`config.mk`:
```
export PLATFORM = sky130hd
export DESIGN_NAME = input_debouncer
export DESIGN_NICKNAME = d
export VERILOG_FILES = /design/src/rtl/input_debouncer.sv
export SDC_FILE = /design/constraint.sdc
export NUM_CORES = 1
export LEC_CHECK = 0
export BUFFER_PORTS_ARGS = -buffer_cell sky130_fd_sc_hd__buf_2
export CORE_ASPECT_RATIO = 0.6
export CORE_MARGIN = 8
export CORE_UTILIZATION = 45
export DETAILED_ROUTE_END_ITERATION = 10
export SYNTH_ARGS = -nofsm -noshare
export SYNTH_HDL_FRONTEND = slang
export SYNTH_SLANG_ARGS = --single-unit
export TNS_END_PERCENT = 30
```
`constraint.sdc`:
```
create_clock -name CLOCK_50 -period 2.49 [get_ports CLOCK_50]
set_clock_uncertainty 0.15 [all_clocks]
set_input_delay 0.498 -clock CLOCK_50 [delete_from_list [all_inputs] [get_ports CLOCK_50]]
set_output_delay 0.498 -clock CLOCK_50 [all_outputs]
set_load 0.03 [all_outputs]
```
`src/rtl/input_debouncer.sv`:
```
// Multi-channel synchroniser, debouncer and edge detector for board keys and switches.
// Define DEBOUNCE_LONG_PRESS_EN to add a per-channel long-press pulse.
module input_debouncer #(
   parameter int unsigned        NUM_CH        = 4,
   parameter int unsigned        SYNC_STAGES   = 2,
   parameter int unsigned        STABLE_CYCLES = 1000000,
   parameter logic [NUM_CH-1:0]  ACTIVE_LOW    = {NUM_CH{1'b1}},
   parameter int unsigned        LONG_CYCLES   = 50000000
) (
   input  logic              CLOCK_50,
   input  logic              rst_n,
   input  logic [NUM_CH-1:0] raw_in,
   output logic [NUM_CH-1:0] level,
   output logic [NUM_CH-1:0] rise,
   output logic [NUM_CH-1:0] fall,
   output logic [NUM_CH-1:0] long_press
);

   localparam int unsigned      CNT_W   = $clog2(STABLE_CYCLES);
   localparam logic [CNT_W-1:0] CNT_MAX = CNT_W'(STABLE_CYCLES - 1);

   if (SYNC_STAGES < 2 || SYNC_STAGES > 4 || STABLE_CYCLES < 2 || LONG_CYCLES < 1) begin : g_bad_param
      $error("input_debouncer: illegal parameter value");
   end

   for (genvar i = 0; i < NUM_CH; i++) begin : g_ch
      logic [SYNC_STAGES-1:0] sync_q;
      logic                   s;
      logic                   toggle;
      logic [CNT_W-1:0]       cnt_q;
      logic                   level_q;
      logic                   rise_q;
      logic                   fall_q;

      // Synchroniser resets to the idle pad value so release of reset never looks like a press.
      always_ff @(posedge CLOCK_50 or negedge rst_n) begin
         // NOTE: sequential state always uses non-blocking assignments so every flop samples pre-edge values.
         if (!rst_n) sync_q <= {SYNC_STAGES{ACTIVE_LOW[i]}};
         else        sync_q <= {sync_q[SYNC_STAGES-2:0], raw_in[i]};
      end

      assign s      = sync_q[SYNC_STAGES-1] ^ ACTIVE_LOW[i];
      assign toggle = (s != level_q) && (cnt_q == CNT_MAX);

      always_ff @(posedge CLOCK_50 or negedge rst_n) begin
         if (!rst_n) begin
            cnt_q   <= '0;
            level_q <= 1'b0;
            rise_q  <= 1'b0;
            fall_q  <= 1'b0;
         end else begin
            rise_q <= toggle & ~level_q;
            fall_q <= toggle &  level_q;
            if (toggle) level_q <= ~level_q;
            // Any sample matching the current level restarts the count; the count never wraps.
            if (s == level_q || toggle) cnt_q <= '0;
            else                        cnt_q <= cnt_q + CNT_W'(1);
         end
      end

      assign level[i] = level_q;
      assign rise[i]  = rise_q;
      assign fall[i]  = fall_q;

`ifdef DEBOUNCE_LONG_PRESS_EN
      localparam int unsigned       HOLD_W   = $clog2(LONG_CYCLES + 1);
      localparam logic [HOLD_W-1:0] HOLD_MAX = HOLD_W'(LONG_CYCLES);
      localparam logic [HOLD_W-1:0] HOLD_PRE = HOLD_W'(LONG_CYCLES - 1);

      logic [HOLD_W-1:0] hold_q;
      logic              long_q;

      // Saturating at HOLD_MAX gives one pulse per press; only a release clears it.
      always_ff @(posedge CLOCK_50 or negedge rst_n) begin
         if (!rst_n) begin
            hold_q <= '0;
            long_q <= 1'b0;
         end else if (!level_q) begin
            hold_q <= '0;
            long_q <= 1'b0;
         end else begin
            if (hold_q != HOLD_MAX) hold_q <= hold_q + HOLD_W'(1);
            long_q <= (hold_q == HOLD_PRE);
         end
      end

      assign long_press[i] = long_q;
`endif
   end

`ifndef DEBOUNCE_LONG_PRESS_EN
   assign long_press = '0;
`endif

endmodule

```
==> results_dict.tcl, run 1 <==
set metrics [dict create \
    pre_cts_slack_ns 0.318 \
    fin_nets 507 \
    ioPinCount 22 \
    crit_path_max_incr_delay_ns 0.56 \
    synth.yosys.seq_area_share_pct 52.6 \
    gpl.final_weighted_congestion 0.862 \
    synth_async_sr_flop_share_pct 100 \
    synth_compound_area_share_pct 6.11 \
    finalCoreUtilization_pct 50.8 \
    maxSlewViolCount 0 \
    power_leakage_nw 2.14 \
    netlist_top_cells_area "sky130_fd_sc_hd__dfrtp_1, sky130_fd_sc_hd__xnor2_1, sky130_fd_sc_hd__nor2_1, sky130_fd_sc_hd__dfstp_2, sky130_fd_sc_hd__xor2_1" \
    layout.filler_cells 956 \
    worst-slew-pin-transition_ns 0.680 \
    fmax_mhz 459 \
    worst-setup-path-type "flip-flop to flip-flop" \
    clockBufferDepth 2 \
    vias 3503 \
    irDropWorstVdd_uv 456 \
    power.density_cell_area_nw_per_um2 594 \
    synthDominantAreaCellType "sky130_fd_sc_hd__dfrtp_1" \
    drt-pass1-iter-count 4 \
    clock_sink_count 100 \
    hold_path_class "input pin to flip-flop" \
    outcome "finished, final reports clean" \
    die-area_sq_um 14300 \
    detailedRoute.firstIterationViolations 218 \
    grt_max_degree 38 \
    numPortBuffers 17 \
    xor_and_xnor_area_share_after_synthesis_pct 10.5 \
    critical_path.most_common_cell "sky130_fd_sc_hd__or4_4" \
    timing.final.setup_violations 0 \
    worstSetupStartpointType "flip-flop" \
    worst_slew_margin_rel_pct 54.3 \
    cts_tree "done" \
    post-route-cell-area_sq_um 5310 \
    detail_route.drc_violations 0 \
    finalHoldViolations 0 \
    synth.avg_cell_area_sq_um 10.0 \
    post-route-min-period_ns 2.18 \
    post_synth_mux_area_share_pct 0 \
    dominantRegCellSynth "sky130_fd_sc_hd__dfrtp_1" \
    post_synth_fa_ha_maj_area_fraction_pct 1.05 \
    synth-edff-count 0 \
    synthToLayoutAreaGrowth_pct 11.2 \
    max_cap_viol_count 0 \
    synth_area_sq_um 4770 \
    number_of_antenna_violations_at_the_first_check_in_global_routing 0 \
    yosysMostFrequentCell "sky130_fd_sc_hd__dfrtp_1" \
    yosys.area.top_type_share_pct 48.2 \
    synth_top_family_by_area "simple AND/OR/NAND/NOR gates" \
    cts_resized 0 \
    detailed_place.area_sq_um 5000 \
    setup.worst_path.end_class "flip-flop" \
    std_cell_rows 29 \
    critPathArrivalTime_ns 2.26 \
    syn-instance-count 477 \
    rsz0062_at_grt "false" \
    netlist-cell-type-count 39 \
    post_route_cells_drive_above_1_share_pct 12.2 \
    clkLatencyLatePin_ns 0.34 \
    wl_per_cell_um 14.1 \
    final_critical_path_setup_slack_ns 0.313 \
    antenna_cells_inserted 0 \
    critical_path.cell_chain "or4_4 > or4_4 > o21ai_4 > buf_12 > nor2_1" \
    route.final.wire_length_um 9020 \
    clk_transition_reported_paths_ns 0.07 \
    drtAntennaViolNets 0 \
    synthSimpleGateAreaFrac_pct 25.5 \
    critPathMaxFanout 19 \
    worst-endpoint-required_ns 2.57 \
    final_min_period_over_clock_period_pct 87.4 \
    yosysWarningCount 0 \
    die_h_um 95.8 \
    global_route_usage_sum_pct 13.7 \
    synth_top_cells_by_count "sky130_fd_sc_hd__dfrtp_1, sky130_fd_sc_hd__nor2_1, sky130_fd_sc_hd__xnor2_1, sky130_fd_sc_hd__nand3_1, sky130_fd_sc_hd__nand2_1" \
    crit_path_top_delay_cell "sky130_fd_sc_hd__or4_4" \
    grt_pass1_wl_um 15900 \
    overflow_left_after_global_routing 0 \
    postSynthRegisterBits 100 \
    die_width_um 149 \
    cts_made_buffers 9 \
    register_area_sq_um 2510 \
    multiInputGateArea_sq_um 2070 \
    floorplan.core_area_sq_um 10500 \
    grt_pass1_vias 3341 \
    detail_routed_via_count_per_cell 5.46 \
    root_buffer "sky130_fd_sc_hd__clkbuf_16" \
    clock_tree.htree_level_count 3 \
    starting_density_pct 45.7 \
    setup_tns_after_final_layout_ns 0 \
    place.detailed.hpwl_um 6390 \
]
## flip-flops by register name, indices dropped and copies added (netlist names)
register / count
g_ch.sync_q: 8
g_ch.rise_q: 4
g_ch.cnt_q: 80
g_ch.fall_q: 4
g_ch.level_q: 4
## power breakdown
group          switching, W  total (W)  internal, W
logic             0.0000748   0.000112    0.0000373
registers         0.0000242    0.00168      0.00165
clock network      0.000602    0.00137     0.000765
total              0.000701    0.00316      0.00245
## critical path: cells and delay by family, from the launching register on
kind	cells	cell delay, ns
simple gates	3	1.16
flops	1	0.44
compound gates	1	0.16
buf+inv	1	0.16
## area by class of cell
cell class | count | area share [%]
sequential | 100 | 47.3
multi-input combinational | 345 | 39.0
clock buffer | 12 | 5.02
timing repair buffer | 30 | 4.01
tap | 139 | 3.28
inverter | 11 | 0.778
clock inverter | 4 | 0.589
## placed cells by master (no fill, tap or decap), drive strengths merged, types with 8 or more instances in the layout
| cell | count |
|---|---|
| dfrtp | 92 |
| nor2 | 64 |
| xnor2 | 38 |
| buf | 29 |
| nand3 | 28 |
| nand2 | 27 |
| nand4 | 26 |
| o21ai | 20 |
| a21oi | 19 |
| xor2 | 19 |
| nor3 | 17 |
| nor4 | 13 |
| or4 | 13 |
| and3 | 12 |
| inv | 12 |
| clkbuf | 12 |
| or3 | 11 |
| o31ai | 9 |
| dfstp | 8 |
## per-layer routing
layer / GRT usage, % / vias up / share of wire (%)
met3: 4.08 / 12 / 6.1
met2: 19.1 / 86 / 39
met4: 4.01 / 0 / 1.0
li1: - / 1711 / -
met1: 20.1 / 1694 / 54
met5: 0 / - / 0
## worst paths after layout
path                                   start                 to  slack [ns]  cells after the start
min                                raw_in[1]  g_ch[1].sync_q[0]         0.1                      1
min in group asynchronous              rst_n  g_ch[3].cnt_q[17]        0.51                      2
max reg2reg                g_ch[2].cnt_q[12]   g_ch[2].cnt_q[2]        0.31                      5
min reg2reg                g_ch[3].sync_q[0]  g_ch[3].sync_q[1]        0.21                      0
max in group asynchronous              rst_n  g_ch[2].sync_q[0]        1.06                      3
max                        g_ch[2].cnt_q[12]   g_ch[2].cnt_q[2]        0.31                      5
## cell families after synthesis
kind of cell	count (synthesis)
other cells	1
xor+xnor	57
simple gates	230
compound gates	50
flops	100
fa+ha+maj	4
buf+inv	35
## stage by stage
step                hold WS, ns  total power [W]  std cells
global placement          0.195          0.00182        624
detailed placement        0.197          0.00182        624
CTS                      0.0817          0.00321        641
global route             0.0810          0.00329        641
finish                   0.0998          0.00316        641
floorplan                0.0524          0.00176        480
## what timing repair did
action	CTS	global route
endpoints found under the hold margin	29	0
endpoints found under the setup margin	0	0
hold buffers	1	0
setup buffers	0	0
Power figures use the tool's default switching activity.
==> inputs of run 2 (changes only) <==
Settings changed: CORE_MARGIN 8 to 4, CORE_UTILIZATION 45 to 35.
==> results_dict.tcl, run 2 (synthesis results as in run 1) <==
set metrics [dict create \
    worst-setup-path-type "flip-flop to flip-flop" \
    clockBufferDepth 2 \
    final_cell_mix "sky130_fd_sc_hd__dfrtp_1, sky130_fd_sc_hd__nor2_1, sky130_fd_sc_hd__xnor2_1" \
    root_buffer "sky130_fd_sc_hd__clkbuf_16" \
    detailedRoute.firstIterationViolations 255 \
    grt_pass1_wl_um 16100 \
    rr_worst_depth 5 \
    worstSetupStartpointType "flip-flop" \
    numPortBuffers 17 \
    grt_max_degree 45 \
    source_of_the_worst_register_to_register_timing_path "g_ch[2].cnt_q[12]" \
    post_route_cells_drive_above_1_share_pct 12.0 \
    antenna_cells_inserted 0 \
    overflow_left_after_global_routing 0 \
    rrSetupSlack_ns 0.27 \
    worst-slew-pin-transition_ns 0.647 \
    regToRegEndpoint "g_ch[2].cnt_q[15]" \
    irDropWorstVdd_uv 278 \
    worst_slew_margin_rel_pct 56.4 \
    vias 3445 \
    synthToLayoutAreaGrowth_pct 11.5 \
    registers.top_by_ff_count "g_ch.cnt_q" \
    global_route_usage_sum_pct 12.5 \
    final_min_period_over_clock_period_pct 89.1 \
    critPathMaxFanout 12 \
    outcome "finished, final reports clean" \
    post-route-cell-area_sq_um 5320 \
    clkLatencyLatePin_ns 0.34 \
    worst-endpoint-required_ns 2.57 \
    timing.final.setup_violations 0 \
    setup.worst_path.end_class "flip-flop" \
    starting_density_pct 36.4 \
    clk_transition_reported_paths_ns 0.07 \
    gpl.final_weighted_congestion 0.843 \
    hold_path_class "input pin to async pin" \
    place.detailed.hpwl_um 6530 \
    power_leakage_nw 2.11 \
    rsz0062_at_grt "false" \
    floorplan.core_area_sq_um 13100 \
    cts_hold_repair.buffers 0 \
    std_cell_rows 32 \
    ioPinCount 22 \
    layout.cells.most_common "sky130_fd_sc_hd__dfrtp_1" \
    detail_routed_via_count_per_cell 5.14 \
    cts_tree "done" \
    fmax_mhz 451 \
    max_cap_viol_count 0 \
    final.hold.worst_slack_ns 0.00607 \
    reg.largest.list "g_ch.cnt_q x80, g_ch.sync_q x8" \
    setup_tns_after_final_layout_ns 0 \
    largest_reg_flops 80 \
    power.density_cell_area_nw_per_um2 586 \
    clock_tree.htree_level_count 3 \
    finalHoldViolations 0 \
    route.final.wire_length_um 9240 \
    number_of_antenna_violations_at_the_first_check_in_global_routing 0 \
    drtAntennaViolNets 0 \
    critPathArrivalTime_ns 2.29 \
    die_h_um 98.4 \
    cts_resized 0 \
    detail_route.drc_violations 0 \
    drt-pass1-iter-count 4 \
    post-route-min-period_ns 2.22 \
    fin_nets 505 \
    cts_made_buffers 9 \
    detailed_place.area_sq_um 5030 \
    maxSlewViolCount 0 \
    grt_pass1_vias 3374 \
    clock_sink_count 100 \
    wl_per_cell_um 13.8 \
    cts.repair_timing.setup_buffer_count 0 \
    die-area_sq_um 15600 \
    die_width_um 159 \
]
==> run 2: changes by cell type in the layout (fill, tap and decap cells not counted) <==
cell,change
sky130_fd_sc_hd__clkinvlp_4,+3
sky130_fd_sc_hd__clkbuf_8,-1
sky130_fd_sc_hd__clkinv_4,-1
sky130_fd_sc_hd__buf_4,-1
sky130_fd_sc_hd__inv_6,-1
sky130_fd_sc_hd__dlygate4sd3_1,-1
==> run 2: power by group <==
| group | internal [W] | leakage [nW] | switching [W] | total [W] |
|---|---|---|---|---|
| combinational | 0.0000356 | 0.617 | 0.0000748 | 0.000110 |
| sequential | 0.00165 | 1.36 | 0.0000250 | 0.00168 |
| clock | 0.000732 | 0.134 | 0.000601 | 0.00133 |
==> run 2: per-stage QoR <==
step | cells | util [%] | power, W | setup slack (ns)
3_5_place_dp | 654 | 38.4 | 0.00182 | 0.271
4_1_cts | 670 | 40.6 | 0.00317 | 0.260
6_report | 670 | 40.6 | 0.00312 | 0.272
3_3_place_gp | 654 | 38.4 | 0.00182 | 0.308
2_1_floorplan | 480 | - | 0.00176 | 0.301
5_1_grt | 670 | 40.6 | 0.00325 | 0.187
==> run 2: layout make-up <==
cell class              instances  area, sq um
flip-flops and latches        100         2510
multi-input cells             345         2070
clock buffers                  11          253
inverters                      11         41.3
clock inverters                 5         36.3
repair buffers                 28          195
well taps                     170          213
fillers                      1278         7770
==> run 2: worst max path at each step <==
stage                      startpoint           endpoint
floorplan           g_ch[2].cnt_q[12]  g_ch[2].cnt_q[10]
global placement    g_ch[2].cnt_q[12]  g_ch[2].cnt_q[14]
detailed placement  g_ch[2].cnt_q[12]  g_ch[2].cnt_q[15]
CTS                 g_ch[2].cnt_q[12]  g_ch[2].cnt_q[15]
global route         g_ch[0].cnt_q[0]  g_ch[0].cnt_q[18]
finish              g_ch[2].cnt_q[12]  g_ch[2].cnt_q[15]
==> run 2: critical path, cell delays in order, from the launching register on <==
cell and delay (ns):
sky130_fd_sc_hd__dfrtp_1 0.44, sky130_fd_sc_hd__or4_4 0.54, sky130_fd_sc_hd__or4_4 0.57, sky130_fd_sc_hd__o21ai_4 0.14, sky130_fd_sc_hd__buf_4 0.20, sky130_fd_sc_hd__nor2_1 0.07
==> run 2: metal layers <==
metal	global-route usage (%)	wire (um)	vias to the layer above
li1	-	-	1711
met4	3.73	84	0
met3	3.93	387	9
met1	18.8	5030	1673
met2	17.1	3740	52
met5	0	0	-
